## src/rtl/trivium_pkg.sv

```systemverilog
// Shared constants and FSM state encoding for the Trivium keystream controller.
package trivium_pkg;

  localparam int KEY_W          = 80;
  localparam int IV_W           = 80;
  localparam int WARMUP_DEFAULT = 1152;

  typedef enum logic [2:0] {
    ST_IDLE   = 3'd0,
    ST_LOAD   = 3'd1,
    ST_WARMUP = 3'd2,
    ST_RUN    = 3'd3,
    ST_HOLD   = 3'd4,
    ST_FLUSH  = 3'd5
  } state_t;

endpackage

```

## src/rtl/trivium_ctrl.sv

```systemverilog
// Sequencer for an external Trivium core: load, warm-up, byte packing and output handshake.
// Define TRIVIUM_CTRL_XOR_EN to add pt_data and emit keystream XOR plaintext.
//
// state  | meaning
// IDLE   | waiting for start
// LOAD   | core_init strobe, key/iv loaded into core
// WARMUP | core stepped WARMUP_CYCLES times, output discarded
// RUN    | core stepped, bits packed MSB-first into bytes
// HOLD   | byte complete but output slot occupied; core paused
// FLUSH  | last byte presented, waiting for its transfer
module trivium_ctrl
  import trivium_pkg::*;
#(
  parameter int WARMUP_CYCLES = WARMUP_DEFAULT
) (
  input  logic             clk,
  input  logic             rst,
  input  logic             start,
  input  logic             abort,
  input  logic [KEY_W-1:0] key,
  input  logic [IV_W-1:0]  iv,
  input  logic [15:0]      len,
  output logic             core_init,
  output logic             core_enable,
  input  logic             core_ks_bit,
  output logic [7:0]       ks_data,
  output logic             ks_valid,
  input  logic             ks_ready,
  output logic             busy,
  output logic             done
`ifdef TRIVIUM_CTRL_XOR_EN
  ,
  input  logic [7:0]       pt_data
`endif
);

  localparam int WU_W = (WARMUP_CYCLES > 1) ? $clog2(WARMUP_CYCLES) : 1;

  state_t          state;
  logic [WU_W-1:0] wu_cnt;
  logic [2:0]      bit_cnt;
  logic [7:0]      packer;
  logic [15:0]     len_q;
  logic [15:0]     byte_cnt;

  logic [7:0]      next_byte;
  logic [7:0]      load_src;
  logic [7:0]      byte_out;
  logic            slot_free;
  logic            last_byte;

  // key/iv go straight to the core beside us; the controller only carries them through
  logic            unused_key_iv;
  assign unused_key_iv = ^{key, iv};

  assign next_byte = {packer[6:0], core_ks_bit};
  assign load_src  = (state == ST_HOLD) ? packer : next_byte;
  assign slot_free = !ks_valid || ks_ready;
  assign last_byte = (len_q != 16'd0) && ((byte_cnt + 16'd1) == len_q);

`ifdef TRIVIUM_CTRL_XOR_EN
  assign byte_out = load_src ^ pt_data;
`else
  assign byte_out = load_src;
`endif

  assign core_init   = (state == ST_LOAD);
  assign core_enable = (state == ST_WARMUP) || (state == ST_RUN);
  assign busy        = (state != ST_IDLE);

  always_ff @(posedge clk) begin
    if (rst) begin
      state    <= ST_IDLE;
      wu_cnt   <= '0;
      bit_cnt  <= 3'd0;
      packer   <= 8'h00;
      len_q    <= 16'd0;
      byte_cnt <= 16'd0;
      ks_data  <= 8'h00;
      ks_valid <= 1'b0;
      done     <= 1'b0;
    end else begin
      done <= 1'b0;
      if (abort && (state != ST_IDLE)) begin
        // any byte in flight is dropped and never shown
        state    <= ST_IDLE;
        ks_valid <= 1'b0;
        ks_data  <= 8'h00;
      end else begin
        case (state)
          ST_IDLE: begin
            if (start && !abort) begin
              state    <= ST_LOAD;
              len_q    <= len;
              bit_cnt  <= 3'd0;
              byte_cnt <= 16'd0;
            end
          end
          ST_LOAD: begin
            wu_cnt <= WU_W'(WARMUP_CYCLES - 1);
            state  <= ST_WARMUP;
          end
          ST_WARMUP: begin
            if (wu_cnt == '0) state <= ST_RUN;
            else              wu_cnt <= wu_cnt - 1'b1;
          end
          ST_RUN: begin
            packer  <= next_byte;
            bit_cnt <= bit_cnt + 3'd1;
            if (ks_valid && ks_ready) ks_valid <= 1'b0;
            if (bit_cnt == 3'd7) begin
              if (slot_free) begin
                ks_data  <= byte_out;
                ks_valid <= 1'b1;
                byte_cnt <= byte_cnt + 16'd1;
                if (last_byte) state <= ST_FLUSH;
              end else begin
                state <= ST_HOLD;
              end
            end
          end
          ST_HOLD: begin
            if (ks_ready) begin
              ks_data  <= byte_out;
              ks_valid <= 1'b1;
              byte_cnt <= byte_cnt + 16'd1;
              state    <= last_byte ? ST_FLUSH : ST_RUN;
            end
          end
          ST_FLUSH: begin
            if (ks_ready || !ks_valid) begin
              ks_valid <= 1'b0;
              done     <= 1'b1;
              state    <= ST_IDLE;
            end
          end
          default: state <= ST_IDLE;
        endcase
      end
    end
  end

endmodule
```

## config.mk

```make
export PLATFORM = sky130hd
export DESIGN_NAME = trivium_ctrl
export DESIGN_NICKNAME = d
export VERILOG_FILES = /design/src/rtl/trivium_pkg.sv /design/src/rtl/trivium_ctrl.sv
export SDC_FILE = /design/constraint.sdc
export NUM_CORES = 1
export LEC_CHECK = 0
export ABC_AREA = 1
export ABC_CLOCK_PERIOD_IN_PS = 2150
export CAP_MARGIN = 40
export CELL_PAD_IN_SITES_DETAIL_PLACEMENT = 0
export CELL_PAD_IN_SITES_GLOBAL_PLACEMENT = 1
export CORE_ASPECT_RATIO = 0.75
export CORE_MARGIN = 10
export CORE_UTILIZATION = 24
export CTS_BUF_LIST = sky130_fd_sc_hd__clkbuf_4 sky130_fd_sc_hd__clkbuf_8
export DETAILED_ROUTE_END_ITERATION = 8
export PLACE_DENSITY_LB_ADDON = 0.3
export RECOVER_POWER = 50
export SLEW_MARGIN = 10
export SYNTH_ARGS = -nofsm -noshare
export SYNTH_HDL_FRONTEND = slang
export SYNTH_SLANG_ARGS = --single-unit
```

## constraint.sdc

```tcl
create_clock -name clk -period 2.15 [get_ports clk]
set_clock_uncertainty 0.2 [all_clocks]
set_input_delay 0.215 -clock clk [delete_from_list [all_inputs] [get_ports clk]]
set_output_delay 0.215 -clock clk [all_outputs]
set_load 0.1 [all_outputs]
```

==> impl_metrics.json <==
{
  "wl_per_cell_um": 12.6,
  "crit_fanout": 5,
  "worst_pin_slew_ns": 0.662,
  "startpoint_type": "register",
  "dp_slack_ns": -0.332,
  "cts.clk_slew.worst_paths_ns": 0.08,
  "insertion_delay_ns": 0.35,
  "ys_warn_count": 0,
  "synth_nets": 735,
  "numCtsBuffers": 9,
  "synth_top_family_by_area": "simple AND/OR/NAND/NOR gates",
  "power_density_mw_per_mm2": 937,
  "critPathCapture": "state[2]",
  "yosys-top-cells-area": "dfxtp_1 36%, nand2_1 14%, nor2_1 6.6%",
  "synth.cell_area_mm2": 0.00369,
  "grt_pass1_vias": 3727,
  "synth_seq_area_share_pct": 36.4,
  "drive_above_1_share_pct": 27.5,
  "power.leakage_nw": 2.15,
  "dieHeight_um": 127,
  "synthMuxAreaShare_pct": 0,
  "pin_count": 195,
  "avgViaCountPerCell": 4.38,
  "yosys.area.top_type": "dfxtp_1",
  "violations": "setup timing",
  "ir_worst_vdd_mv": 0.387,
  "rows": 39,
  "grt_pass1_wl_um": 18300,
  "num_vias": 3810,
  "synth_xor_area_share_pct": 1.80,
  "grt-ovfl-total": 0,
  "r2r-start": "byte_cnt[0]",
  "num-nets-final": 846,
  "rr_endpoint": "state[2]",
  "insertedDiodeCount": 0,
  "initial_core_util_pct": 24.4,
  "status": "finished with violations",
  "core_mm2": 0.0151,
  "critPathArrivalTime_ns": 2.38,
  "place_congestion": 0.783,
  "track_usage_pct": 10.8,
  "finalHoldViolCount": 0,
  "tritoncts": "yes",
  "die_area_mm2": 0.0208,
  "grt_max_degree": 26,
  "cts_sinks": 67,
  "yosys.area.top_type_share_pct": 36.4,
  "drtIter0Drc": 223,
  "required_ns": 2.24,
  "syn_inst": 549,
  "hold_path_class": "primary input to register",
  "synthSimpleGateAreaFrac_pct": 36.1,
  "timing.final.crit_share_pct": 106,
  "syn_avg_cell_area_um2": 6.72,
  "reg2reg_setup_slack_ns": -0.14,
  "design_area_mm2": 0.00524,
  "port_buffers": 34,
  "ant_nets": 0,
  "fmax_ghz": 0.438,
  "setup_viol": 3,
  "dp_hpwl_um": 8380,
  "fin_cells": 870,
  "ys_types": 35,
  "firstDrtPassIters": 4,
  "r2r.worst_path.cells": 14,
  "placedCellCount": 846,
  "drv_slew": 0,
  "cp-startpoint": "byte_cnt[0]",
  "drv_cap": 0,
  "rsz0062_at_grt": "yes",
  "areaGrowthSynthToFinish_pct": 42.0,
  "yosys_register_bits": 67,
  "clockBufferDepth": 2,
  "worstSetupPathType": "register to register",
  "synth_adder_area_share_pct": 1.36,
  "maxSlewHeadroom_pct": 55.9,
  "end_kind": "register",
  "holdBufCountCts": 0,
  "die_w_um": 163,
  "cts-root-buf": "clkbuf_8",
  "cts_max_level": 3,
  "setup_slack_ns": -0.135,
  "placedInstanceArea_mm2": 0.00480,
  "period_minus_slack_ns": 2.29,
  "post-route-drc-count": 0,
  "synth_compound_area_share_pct": 16.0,
  "antenna_found_initial": 0,
  "tns_ns": -0.324,
  "drt-total-wl_um": 10900
}
-- kinds of logic after synthesis --
group / after synthesis
AO/OA/AOI/OAI: 102
XOR/XNOR: 6
adder cells (fa/ha/maj): 4
buffers and inverters: 79
flip-flops: 67
AND/OR/NAND/NOR: 291
-- final cells by class --
| class | count | area (um2) |
|---|---|---|
| fill | 1678 | 9890 |
| multi-input combinational | 403 | 2210 |
| sequential | 67 | 1350 |
| timing repair buffer | 112 | 915 |
| tap | 205 | 256 |
| inverter | 67 | 254 |
| clock inverter | 7 | 125 |
| clock buffer | 9 | 124 |
-- state kept, by name (all words and copies together) (netlist names) --
register,cells
state,3
done,1
ks_data,8
byte_cnt,16
wu_cnt,11
packer,8
ks_valid,1
bit_cnt,3
len_q,16
-- cell usage in the layout, fill, tap and decap left out, drive strengths merged, types with 3 or more instances in the layout --
master	Yosys	routed
nand2	145	145
nor2	77	77
buf	3	74
inv	67	68
dfxtp	67	67
nand3	46	46
o21ai	42	42
a21oi	40	40
clkbuf	9	26
clkdlybuf4s50	0	21
a31oi	15	15
nor3	10	10
nand4	9	9
xor2	4	4
ha	4	4
nand3b	3	3
bufinv	0	3
clkinv	0	3
-- cell usage after synthesis, drive strengths merged --
master,instances
nand2,145
nor2,77
dfxtp,67
inv,67
nand3,46
o21ai,42
a21oi,40
a31oi,15
nor3,10
clkbuf,9
nand4,9
ha,4
xor2,4
buf,3
nand3b,3
a311oi,2
a211oi,1
nor4,1
o21a,1
o21bai,1
xnor2,1
xnor3,1
-- how the worst min path moves through the flow --
stage / end / slack, ns / cells after the start / start
after floorplan: ks_data[0] / 0.18 / 2 / core_ks_bit
after global placement: bit_cnt[0] / 0.24 / 1 / bit_cnt[0]
after detailed placement: wu_cnt[0] / 0.25 / 1 / wu_cnt[0]
after CTS: ks_data[0] / 0.24 / 3 / core_ks_bit
after global routing: ks_data[0] / 0.28 / 3 / core_ks_bit
final: ks_data[0] / 0.27 / 3 / core_ks_bit
-- worst max-delay path, cell delays in order (launching register included) --
cell	delay (ns)
dfxtp_2	0.37
ha_4	0.18
nand2_4	0.06
nor2_4	0.22
buf_12	0.15
nand4_1	0.12
nand3b_1	0.12
nand2_1	0.05
inv_1	0.06
nand2_2	0.06
nor2_4	0.14
nand3_4	0.11
a21oi_4	0.18
nand2_1	0.09
a21oi_2	0.11
-- power by group --
part / leakage (nW) / switching [mW] / internal [mW]
Combinational: 1.48 / 1.28 / 0.748
Sequential: 0.548 / 0.141 / 1.40
Clock: 0.124 / 0.559 / 0.780
Total: 2.15 / 1.98 / 2.93
-- routing by layer --
metal / vias to the layer above / wire [um] / global-route usage [%]
met5: - / 0 / 0
li1: 2025 / - / -
met4: 0 / 104 / 2.70
met3: 12 / 360 / 2.73
met2: 51 / 4770 / 16.3
met1: 1722 / 5690 / 15.0
-- stage by stage --
step	hold slack, ns	power [mW]	utilization [%]
2_1_floorplan	0.175	2.83	-
6_report	0.266	4.91	34.6
5_1_grt	0.281	5.25	34.6
4_1_cts	0.241	4.96	34.1
3_3_place_gp	0.241	3.53	31.7
3_5_place_dp	0.251	3.55	31.7
-- repair_timing --
action	in CTS	in global routing
hold endpoints to repair	0	0
setup endpoints to repair	3	8
resized for setup	21	32
pin swaps	9	21
cloned	0	0
setup buffers	2	6
Note: power is estimated with default switching activity, not from simulation.
